File: config.mk
export PLATFORM = sky130hd
export DESIGN_NAME = branch_resolve_unit
export DESIGN_NICKNAME = d
export VERILOG_FILES = /design/src/rtl/branch_resolve_unit.sv
export SDC_FILE = /design/constraint.sdc
export NUM_CORES = 1
export LEC_CHECK = 0
export ABC_CLOCK_PERIOD_IN_PS = 9300
export BUFFER_PORTS_ARGS = -buffer_cell sky130_fd_sc_hd__buf_2
export CAP_MARGIN = 30
export CELL_PAD_IN_SITES_DETAIL_PLACEMENT = 1
export CELL_PAD_IN_SITES_GLOBAL_PLACEMENT = 1
export CORE_MARGIN = 3
export CORE_UTILIZATION = 43
export DETAILED_ROUTE_END_ITERATION = 10
export GPL_TIMING_DRIVEN = 0
export PLACE_DENSITY_LB_ADDON = 0.1
export SLEW_MARGIN = 15
export SYNTH_ARGS = -nofsm -noshare
export SYNTH_HDL_FRONTEND = slang
export SYNTH_SLANG_ARGS = --single-unit
export TNS_END_PERCENT = 5
File: constraint.sdc
create_clock -name clock -period 9.3 [get_ports clock]
set_clock_uncertainty 0.05 [all_clocks]
set_input_delay 1.86 -clock clock [delete_from_list [all_inputs] [get_ports clock]]
set_output_delay 1.86 -clock clock [all_outputs]
set_load 0.005 [all_outputs]
File: src/rtl/branch_resolve_unit.sv
// ---------------------------------------------------------------------------
// branch_resolve_unit
//
// Resolves branches and jumps for a single-issue pipeline. The jump target is
// computed when the instruction issues, then carried through a resolve
// pipeline RESOLVE_DEPTH stages deep. In the final stage the branch condition
// is evaluated from the ALU flags. A taken branch, JAL or JALR redirects
// fetch, squashes the younger wrong-path entries and holds a pipeline flush
// for FLUSH_CYCLES cycles. Saturating counters record how many entries
// resolved and how many redirects were issued.
//
// Ports
//   clock         sole clock; all state updates on posedge
//   reset         synchronous, active-high; discards all in-flight state
//   new_jmp       issue strobe for a branch/jump this cycle
//   jmp_type      000 BEQ, 001 BNE, 010 JAL, 011 JALR,
//                 100 BLT, 101 BGE, 110 BLTU, 111 BGEU
//   imm           sign-extended immediate
//   pc            PC of the issuing instruction
//   rs1_val       base register value, used by JALR only
//   zero          ALU zero flag for the resolving entry
//   bit_bus_C     ALU less-than bit for the resolving entry
//   new_pc        redirect target (final-stage target, or 0 if that stage is empty)
//   ctrl_fetch    fetch takes new_pc this cycle
//   global_reset  pipeline flush, held FLUSH_CYCLES cycles after a redirect
//   busy          some resolve stage is occupied, or a flush is in progress
//   branch_count  resolved entries (saturating)
//   taken_count   redirects issued (saturating)
// ---------------------------------------------------------------------------
module branch_resolve_unit #(
  parameter int unsigned XLEN          = 32,
  parameter int unsigned RESOLVE_DEPTH = 2,
  parameter int unsigned PC_BIAS       = 8,
  parameter int unsigned FLUSH_CYCLES  = 1,
  parameter int unsigned CNT_W         = 16
) (
  input  logic             clock,
  input  logic             reset,
  input  logic             new_jmp,
  input  logic [2:0]       jmp_type,
  input  logic [XLEN-1:0]  imm,
  input  logic [XLEN-1:0]  pc,
  input  logic [XLEN-1:0]  rs1_val,
  input  logic             zero,
  input  logic             bit_bus_C,
  output logic [XLEN-1:0]  new_pc,
  output logic             ctrl_fetch,
  output logic             global_reset,
  output logic             busy,
  output logic [CNT_W-1:0] branch_count,
  output logic [CNT_W-1:0] taken_count
);

  // Jump type encodings (funct3 style).
  localparam logic [2:0] JT_BEQ  = 3'b000;
  localparam logic [2:0] JT_BNE  = 3'b001;
  localparam logic [2:0] JT_JAL  = 3'b010;
  localparam logic [2:0] JT_JALR = 3'b011;
  localparam logic [2:0] JT_BLT  = 3'b100;
  localparam logic [2:0] JT_BGE  = 3'b101;
  localparam logic [2:0] JT_BLTU = 3'b110;
  localparam logic [2:0] JT_BGEU = 3'b111;

  localparam int unsigned   LAST       = RESOLVE_DEPTH - 1;
  localparam int unsigned   FLUSH_W    = $clog2(FLUSH_CYCLES + 1);
  localparam logic [FLUSH_W-1:0] FLUSH_LOAD = FLUSH_W'(FLUSH_CYCLES);
  localparam logic [XLEN-1:0]    BIAS       = XLEN'(PC_BIAS);
  // JALR targets are halfword aligned: bit 0 is always cleared.
  localparam logic [XLEN-1:0]    ALIGN_MASK = ~XLEN'(1);

  // -------------------------------------------------------------------------
  // State
  // -------------------------------------------------------------------------
  logic [RESOLVE_DEPTH-1:0] valid_q, valid_d;
  logic [2:0]               type_q   [RESOLVE_DEPTH];
  logic [2:0]               type_d   [RESOLVE_DEPTH];
  logic [XLEN-1:0]          target_q [RESOLVE_DEPTH];
  logic [XLEN-1:0]          target_d [RESOLVE_DEPTH];
  logic [FLUSH_W-1:0]       flush_cnt_q, flush_cnt_d;
  logic [CNT_W-1:0]         branch_count_q, branch_count_d;
  logic [CNT_W-1:0]         taken_count_q, taken_count_d;

  // -------------------------------------------------------------------------
  // Issue-side target computation
  // -------------------------------------------------------------------------
  logic [XLEN-1:0] jalr_sum;
  logic [XLEN-1:0] issue_target;

  assign jalr_sum = rs1_val + imm;

  always_comb begin
    // NOTE: every signal assigned in an always_comb gets a default first, so
    // no path through the block can leave it unassigned and infer a latch.
    issue_target = '0;
    if (jmp_type == JT_JALR) begin
      issue_target = jalr_sum & ALIGN_MASK;
    end else begin
      // Adding the two's-complement immediate is the signed add modulo 2^XLEN.
      issue_target = pc + imm - BIAS;
    end
  end

  // -------------------------------------------------------------------------
  // Final-stage evaluation
  // -------------------------------------------------------------------------
  logic            final_valid;
  logic [2:0]      final_type;
  logic [XLEN-1:0] final_target;
  logic            taken;
  logic            flush_active;
  logic            redirect;
  logic            issue_accept;
  logic            count_branch;

  assign final_valid  = valid_q[LAST];
  assign final_type   = type_q[LAST];
  assign final_target = target_q[LAST];

  always_comb begin
    taken = 1'b0;
    case (final_type)
      JT_BEQ:          taken = zero;
      JT_BNE:          taken = ~zero;
      JT_JAL, JT_JALR: taken = 1'b1;
      JT_BLT, JT_BLTU: taken = bit_bus_C;
      JT_BGE, JT_BGEU: taken = ~bit_bus_C;
      default:         taken = 1'b0;
    endcase
  end

  assign flush_active = (flush_cnt_q != '0);

  // While a flush is running the final stage is neither acted on nor counted.
  assign redirect     = final_valid & taken & ~flush_active;
  assign count_branch = final_valid & ~flush_active;

  // A new issue is dropped during a flush, and also in the redirect cycle
  // itself because it lies on the wrong path of the redirecting branch.
  assign issue_accept = new_jmp & ~flush_active & ~redirect;

  // -------------------------------------------------------------------------
  // Pipeline advance
  // -------------------------------------------------------------------------
  always_comb begin
    valid_d     = '0;
    valid_d[0]  = issue_accept;
    type_d[0]   = jmp_type;
    target_d[0] = issue_target;
    for (int i = 1; i < int'(RESOLVE_DEPTH); i++) begin
      // A redirect kills every younger entry; the final entry retires anyway.
      valid_d[i]  = valid_q[i-1] & ~redirect;
      type_d[i]   = type_q[i-1];
      target_d[i] = target_q[i-1];
    end
  end

  // -------------------------------------------------------------------------
  // Flush counter and statistics
  // -------------------------------------------------------------------------
  always_comb begin
    flush_cnt_d = flush_cnt_q;
    if (redirect) begin
      flush_cnt_d = FLUSH_LOAD;
    end else if (flush_active) begin
      flush_cnt_d = flush_cnt_q - FLUSH_W'(1);
    end
  end

  always_comb begin
    branch_count_d = branch_count_q;
    taken_count_d  = taken_count_q;
    // Both counters stick at all-ones rather than wrapping.
    if (count_branch && (branch_count_q != '1)) begin
      branch_count_d = branch_count_q + CNT_W'(1);
    end
    if (redirect && (taken_count_q != '1)) begin
      taken_count_d = taken_count_q + CNT_W'(1);
    end
  end

  // -------------------------------------------------------------------------
  // Registers
  // -------------------------------------------------------------------------
  always_ff @(posedge clock) begin
    // NOTE: sequential state uses non-blocking assignments so every flop
    // samples the pre-edge values, independent of statement order.
    if (reset) begin
      valid_q        <= '0;
      flush_cnt_q    <= '0;
      branch_count_q <= '0;
      taken_count_q  <= '0;
    end else begin
      valid_q        <= valid_d;
      flush_cnt_q    <= flush_cnt_d;
      branch_count_q <= branch_count_d;
      taken_count_q  <= taken_count_d;
    end
  end

  // NOTE: the stage payload is deliberately not reset; it is only ever looked
  // at under its valid bit, so resetting it would add reset fan-out for nothing.
  always_ff @(posedge clock) begin
    for (int i = 0; i < int'(RESOLVE_DEPTH); i++) begin
      type_q[i]   <= type_d[i];
      target_q[i] <= target_d[i];
    end
  end

  // -------------------------------------------------------------------------
  // Outputs
  // -------------------------------------------------------------------------
  assign ctrl_fetch   = redirect;
  assign new_pc       = final_valid ? final_target : '0;
  assign global_reset = flush_active;
  assign busy         = (|valid_q) | flush_active;
  assign branch_count = branch_count_q;
  assign taken_count  = taken_count_q;

endmodule

* Word-level counts from Yosys, hierarchy flattened
Memories as Yosys holds them, arrays and structs flattened. Cells that the tools add are included.
Cells by class: eq/ne operators 10, bitwise operators 11, multiplexer cells 5, add/sub/neg operators 6, reduce and logical (&&, ||, !) cells 7
Operators by type and width (number):
- $add A32 B32 Y32 | 2
- $mux W32 | 2
- $add A16 B1 Y16 const B | 2
- $ne A16 B16 Y1 const B | 2
- $sub A32 B4 Y32 const B | 1
- $eq A3 B3 Y1 const B | 4
- $eq A3 B2 Y1 const B | 3
- $reduce_or A2 Y1 | 4
- $and A1 B1 Y1 | 6
- $pmux W1 S5 | 1
- $not A1 Y1 | 4
- $eq A3 B1 Y1 const B | 1
- $logic_not A3 Y1 | 1
- $logic_and A1 B1 Y1 | 2
- $mux W1 | 2
- $or A1 B1 Y1 | 1
- $sub A1 B1 Y1 const B | 1
Storage, ports and cells: logic and storage cells 45, flip-flop bits (word level) 35, bits in writable memories 70, memories 2, output and inout port bits 67, input bits 104
Memory list:
- target_q | depth 2, bits a word 32, read ports 2, clocked after Yosys merged registers in 0, wr ports 2, line 77 | logic [XLEN-1:0] target_q [RESOLVE_DEPTH];
- type_q | depth 2, bits a word 3, read ports 2, clocked after Yosys merged registers in 0, wr ports 2, line 75 | logic [2:0] type_q [RESOLVE_DEPTH];

* Logic depth before layout (Yosys ltp)
Gate-level depths: netlist of run 1.
depth after elaboration 7, mapped depth 14, gate-level depth less buffers 14

* Least setup slack after synthesis of run 1
Ideal clock, no wire load.
path kind input to register, start point input imm[0], end point memory target_q[0][28], required time 9.134 ns, arrival 4.439 ns, buffers on the path 0, stages 12, library setup time 0.116 ns, slack 4.696 ns, path through and2_1 -> fa_1 -> a21o_1 -> a31o_1 -> a21oi_2 -> o21ai_2 -> a221o_2 -> a21o_1 -> o2111ai_1 -> a31oi_1 -> or3_1 -> a31o_1
RTL lines:
- start, declared | line 41 | input logic [XLEN-1:0] imm,
- end, declared | line 77

==> metrics.md, run 1 <==
| Metric | Value |
|---|---|
| Outcome | completed |
| PortBufs | 169 |
| Sink Count | 105 |
| Drt via density | 5.178 |
| Setup CP Type | input port to flip-flop |
| Place WS | 4140 ps |
| Nets | 1292 |
| Top area cells in the synthesized netlist | dfxtp_1 29%, ha_1 16%, inv_1 6.7%, a21oi_1 4.6%, xnor2_1 4.1% |
| Final hold viol count | 0 |
| Placed instance count | 1298 |
| Filler cells | 2103 |
| Resized cells post-CTS | 0 |
| I/O pins | 171 |
| Critical Path Sink Type | flip-flop |
| Core area | 16230 um2 |
| Initial antenna violation count | 1 |
| Placed cell area | 8412 um2 |
| WL/cell | 15.70 um |
| Ys Warns | 0 |
| Share of the synthesized area in the top cell type | 28.81% |
| Slew HR | 46.78% |
| Max incr delay on CP | 400 ps |
| Yosys cell types | 64 |
| Die width | 136.3 um |
| Hold Crit Class | flip-flop to flip-flop |
| Final WS setup | 4452 ps |
| Starting Density | 44.95% |
| GP Congestion | 0.8194 |
| CTS buffer count | 9 |
| Register area share after synthesis | 28.81% |
| Post-synth EDFFs | 0 |
| Final period utilization | 52.13% |
| Critical path startpoint category | input port |
| Root buffer cell | clkbuf_16 |
| Pwr dens | 153.3 nW/um2 |
| GRT Total Usage | 22.41% |
| Synth async-reset ratio | 0% |
| Slew @ Worst Pin | 798.3 ps |
| Non-Filler Instances | 1314 |
| Layout cells sized above 1 | 18.21% |
| Max VDD drop | 0.0001032 V |
| Vias in the first global route | 6893 |
| Lkg Pwr | 4.400 nW |
| Diode count | 0 |
| Post-Syn Area per Cell | 7.991 um2 |
| Final setup viols | 0 |
| Crit Path Max Fanout | 3 |
| CP Data Arrival Time | 5030 ps |
| FF+latch count, synth | 105 |
| Post-Syn Nets | 1112 |
| Pin count of the biggest net entering global routing | 19 |
| Data required, critical path | 9480 ps |
| Die Y | 136.3 um |
| H-tree levels | 3 |
| First-pass GRT wire length | 33.42 mm |
| Post-route cell area | 8701 um2 |
| Pre-antenna DRT Iters | 4 |
| Final Util | 53.61% |
| Number of remaining DRC errors | 0 |
| Post-CTS Setup Inserts | 0 |
| Worst hold slack | 277.9 ps |
| CTS tree | built |
| DRT Wirelength | 20.63 mm |
| Die ar. | 18570 um2 |
| Final min period | 4848 ps |
| Crit path cell chain | buf_2 -> ha_1 -> ha_1 -> inv_1 -> fa_1 -> nor2b_1 -> o21ai_0 -> a21o_1 -> a211oi_1 -> o21ai_0 -> o21bai_1 -> a21o_1 -> a21oi_1 -> xor2_1 -> o21ai_0 |
| RSZ-0062 raised after global routing | false |
| Total power | 1.334 mW |
| Clk_lat worst skew | 350 ps |
| Critical path's slowest cell | fa_1 |
| Hold Buf Count CTS | 0 |
| Pins Over Slew Limit | 0 |
| P&R area growth vs syn | 19.26% |
| Final ANT Viol Nets | 0 |
| Remaining Overflow, GRT | 0 |
| F_max | 206.3 MHz |
| 1st-iter DRT viols | 173 |
| Synth Instances | 913 |
| Setup TNS | 0 ps |
| Post-synth top flop | dfxtp_1 |
| Floorplan row count | 46 |
| Synth Cell Area | 7296 um2 |
| DP HPWL | 17.10 mm |
| CP top delay family | compound AO/OA/AOI/OAI gates |
| CTS Buffer Depth | 2 |
| WP buf/inv | 2 |
| Most frequent CP cell | o21ai_0 |
| Max Cap Viol | 0 |
| Worst-path clk slew | 60 ps |
| Biggest area consumer among synthesized cells | dfxtp_1 |
| Via count | 6804 |
## power by group
part	internal (mW)	switching (mW)	leakage (nW)
registers	0.538	0.0221	0.873
clock network	0.192	0.175	0.136
logic	0.178	0.229	3.39
## logic make-up after synthesis
logic type / Yosys count / synth area share [%]
AND/OR/NAND/NOR: 291 / 20.25
AO/OA/AOI/OAI: 203 / 17.94
multiplexers: 7 / 0.9776
XOR/XNOR: 67 / 8.043
adder cells (fa/ha/maj): 95 / 16.50
flip-flops: 105 / 28.81
buffers and inverters: 145 / 7.477
## per-layer routing
| layer | part of all wire [%] | GRT usage (%) |
|---|---|---|
| met1 | 47 | 30.27 |
| met2 | 46 | 37.73 |
| met3 | 5.0 | 2.517 |
| met4 | 1.7 | 6.495 |
| met5 | 0.053 | 0 |
## flip-flops by register name, summed over array words and instances (netlist names)
register and count:
valid_q 2, global_reset 1, branch_count 16, type_q 6
taken_count 16, target_q 64
## cells in the mapped netlist (all sizes together), types with 5 or more instances
cell / number
ha: 93
nand2: 62
a31oi: 7
mux2i: 6
o21a: 11
a21o: 27
xor2: 33
clkbuf: 11
nor3: 18
o21ai: 41
and4: 5
a21oi: 68
and2: 41
or3: 12
and3: 9
nor2: 72
xnor2: 34
nand3: 24
nand4: 11
nor2b: 13
o31ai: 9
dfxtp: 105
o211ai: 6
inv: 130
## area by class of cell
| class | count | area, um2 | share of cell area, % |
|---|---|---|---|
| sequential | 105 | 2102 | 24.16 |
| multi-input combinational | 663 | 4648 | 53.42 |
| clock buffer | 10 | 239.0 | 2.747 |
| inverter | 130 | 488.0 | 5.608 |
| timing repair buffer | 169 | 845.8 | 9.721 |
| buffer | 15 | 57.56 | 0.6615 |
| clock inverter | 6 | 50.05 | 0.5752 |
| tap | 216 | 270.3 | 3.106 |
## cells in the final DEF (no fill, tap or decap), drive strengths merged, types with 4 or more instances in the layout
cell and n:
nand3 24, o31ai 9, dfxtp 105, nor2 72
a311oi 4, and4 5, o211ai 6, nor2b 13
nor3 18, clkbuf 21, ha 93, mux2i 6
a21oi 68, a31oi 7, xnor2 34, o21bai 4
and3 9, xor2 33, nand3b 4, o21ai 41
o21a 11, inv 132, nand4 11, a21o 27
and2 41, nand2 62, nand2b 4, buf 173
or3 12
## final timing paths
check,start,end,slack [ps],cells past startpoint
max,imm[1],target_q[0][19]$_DFF_P_,4450,15
min,target_q[0][22]$_DFF_P_,target_q[0][54]$_DFF_P_,280,0
max reg2reg,branch_count[3]$_SDFFE_PP0P_,branch_count[7]$_SDFFE_PP0P_,6530,12
min reg2reg,target_q[0][22]$_DFF_P_,target_q[0][54]$_DFF_P_,280,0
No activity file was read; power rests on OpenSTA's default activity.
==> run 2, diff against run 1 <==
--- a/config.mk
+++ b/config.mk
@@ -5,13 +5,13 @@
 export SDC_FILE = /design/constraint.sdc
 export NUM_CORES = 1
 export LEC_CHECK = 0
-export ABC_CLOCK_PERIOD_IN_PS = 9300
+export ABC_CLOCK_PERIOD_IN_PS = 4400
 export BUFFER_PORTS_ARGS = -buffer_cell sky130_fd_sc_hd__buf_2
 export CAP_MARGIN = 30
 export CELL_PAD_IN_SITES_DETAIL_PLACEMENT = 1
 export CELL_PAD_IN_SITES_GLOBAL_PLACEMENT = 1
 export CORE_MARGIN = 3
-export CORE_UTILIZATION = 43
+export CORE_UTILIZATION = 36
 export DETAILED_ROUTE_END_ITERATION = 10
 export GPL_TIMING_DRIVEN = 0
 export PLACE_DENSITY_LB_ADDON = 0.1
==> constraint.sdc (replaced) <==
create_clock -name clock -period 4.4 [get_ports clock]
set_clock_uncertainty 0.05 [all_clocks]
set_input_delay 0.88 -clock clock [delete_from_list [all_inputs] [get_ports clock]]
set_output_delay 0.88 -clock clock [all_outputs]
set_load 0.005 [all_outputs]
==> run 2 against run 1 <==
Against the previous run: first-iteration DRC count rose by 35%; total power rose by 110%; final area rose by 0.72%; cell count rose by 3.7%; via count fell by 1.1%; die area rose by 19%; global-route usage fell by 3.3 points.
==> metrics.md, run 2 (synthesis results as in run 1) <==
| Metric | Value |
|---|---|
| Outcome | completed (unchanged) |
| Max Cap Viol | 0 (unchanged) |
| Placed cell area | 8473 um2 (was 8412 um2) |
| Slew HR | 45.97% (was 46.78%) |
| Crit Path Max Fanout | 3 (unchanged) |
| GP Congestion | 0.7979 (was 0.8194) |
| Via count | 6731 (was 6804) |
| Biggest register | target_q (unchanged) |
| Layout cells sized above 1 | 18.21% (unchanged) |
| PortBufs | 169 (unchanged) |
| WL/cell | 15.25 um (was 15.70 um) |
| Hold Crit Class | flip-flop to flip-flop (unchanged) |
| DP HPWL | 17.24 mm (was 17.10 mm) |
| Final WS setup | 376.7 ps (was 4452 ps) |
| Max VDD drop | 0.0001597 V (was 0.0001032 V) |
| First-pass GRT wire length | 34.27 mm (was 33.42 mm) |
| Die width | 148.4 um (was 136.3 um) |
| Total power | 2.812 mW (was 1.334 mW) |
| RSZ-0062 raised after global routing | false (unchanged) |
| Final ANT Viol Nets | 0 (unchanged) |
| CTS Buffer Depth | 2 (unchanged) |
| Clk_lat worst skew | 350 ps (about the same) |
| Critical path startpoint category | input port (unchanged) |
| Pin count of the biggest net entering global routing | 19 (unchanged) |
| Die ar. | 22010 um2 (was 18570 um2) |
| Setup TNS | 0 ps (unchanged) |
| Root buffer cell | clkbuf_16 (unchanged) |
| DRT Wirelength | 20.79 mm (was 20.63 mm) |
| Pre-antenna DRT Iters | 4 (unchanged) |
| Place WS | 60.39 ps (was 4140 ps) |
| Data required, critical path | 4600 ps (was 9480 ps) |
| Commonest cells after routing, fill and taps aside | 170 x buf_2, 130 x inv_1, 105 x dfxtp_1 (unchanged) |
| Post-route cell area | 8763 um2 (was 8701 um2) |
| Final setup viols | 0 (unchanged) |
| Diode count | 0 (unchanged) |
| 1st-iter DRT viols | 233 (was 173) |
| Starting Density | 37.00% (was 44.95%) |
| Lkg Pwr | 4.398 nW (was 4.400 nW) |
| Drt via density | 4.938 (was 5.178) |
| Initial antenna violation count | 1 (unchanged) |
| Die Y | 148.4 um (was 136.3 um) |
| P&R area growth vs syn | 20.12% (was 19.26%) |
| Post-CTS Setup Inserts | 0 (unchanged) |
| Leading cell type in the layout, fill and taps excluded | buf_2 (unchanged) |
| Remaining Overflow, GRT | 0 (unchanged) |
| Vias in the first global route | 6947 (was 6893) |
| Final Util | 44.44% (was 53.61%) |
| Number of remaining DRC errors | 0 (unchanged) |
| Slew @ Worst Pin | 810.5 ps (was 798.3 ps) |
| Worst-path clk slew | 80 ps (was 60 ps) |
| GRT Total Usage | 19.08% (was 22.41%) |
| CP Data Arrival Time | 4220 ps (was 5030 ps) |
| Filler cells | 2502 (was 2103) |
| Pins Over Slew Limit | 0 (unchanged) |
| Final hold viol count | 0 (unchanged) |
| CTS buffer count | 9 (unchanged) |
| H-tree levels | 3 (unchanged) |
| Pwr dens | 320.9 nW/um2 (was 153.3 nW/um2) |
| Hold Buf Count CTS | 0 (unchanged) |
| F_max | 248.6 MHz |
| Flip-flop count of the largest register after layout | 64 (unchanged) |
| I/O pins | 171 (unchanged) |
| Setup CP Type | input port to flip-flop (unchanged) |
| Final min period | 4023 ps |
| Resized cells post-CTS | 0 (unchanged) |
| Nets | 1292 (unchanged) |
| Floorplan row count | 51 (was 46) |
| Final period utilization | 91.44% |
| Sink Count | 105 (unchanged) |
| CTS tree | built (unchanged) |
| Critical Path Sink Type | flip-flop (unchanged) |
| Core area | 19720 um2 (was 16230 um2) |
## run 2: cell types whose count changed in the layout (fill, tap and decap cells not counted)
cell / delta
clkinv_4: -1
clkinvlp_4: +1
inv_6: -1
inv_8: +1
## run 2: per-layer routing
metal | part of all wire (%) | GRT usage (%)
met1 | 50 | 26.91
met2 | 45 | 31.49
met3 | 3.6 | 1.889
met4 | 1.3 | 4.711
met5 | 0.058 | 0
## run 2: stage by stage
stage               instances  hold slack (ps)
finish                   1363            275.4
global route             1363            276.6
CTS                      1363            276.2
detailed placement       1347            263.5
global placement         1347            260.2
floorplan                 913            259.6
## run 2: where the power goes
part / switching (mW) / internal (mW)
registers: 0.0444 / 1.14
clock network: 0.368 / 0.406
logic: 0.482 / 0.375
total: 0.895 / 1.92
## run 2: worst paths after layout
path | startpoint | to | slack [ps] | cells past startpoint
worst max-delay path | imm[1] | target_q[0][31]$_DFF_P_ | 380 | 15
worst max register to register | branch_count[3]$_SDFFE_PP0P_ | branch_count[7]$_SDFFE_PP0P_ | 1660 | 12
worst min register to register | target_q[0][28]$_DFF_P_ | target_q[0][60]$_DFF_P_ | 280 | 0
worst min-delay path | target_q[0][28]$_DFF_P_ | target_q[0][60]$_DFF_P_ | 280 | 0
## run 2: final cells by class
cell class	count	area (um2)	area share, %
Timing Repair Buffer	169	845.8	9.652
Buffer	15	57.56	0.6568
Sequential cell	105	2102	23.99
Clock buffer	10	239.0	2.727
Inverter	130	488.0	5.568
Clock inverter	6	51.30	0.5854
Tap cell	265	331.6	3.784
Multi-Input combinational cell	663	4648	53.04
## run 2: worst max-delay path, cell delays in order
cell	delay [ps]
buf_2	130
ha_1	280
ha_1	180
inv_1	60
fa_1	390
nor2b_1	120
o21ai_0	140
a21o_1	260
a211oi_1	450
o211ai_1	290
a31oi_1	340
or3_1	180
a21o_1	120
o2111ai_1	110
nor4_1	290
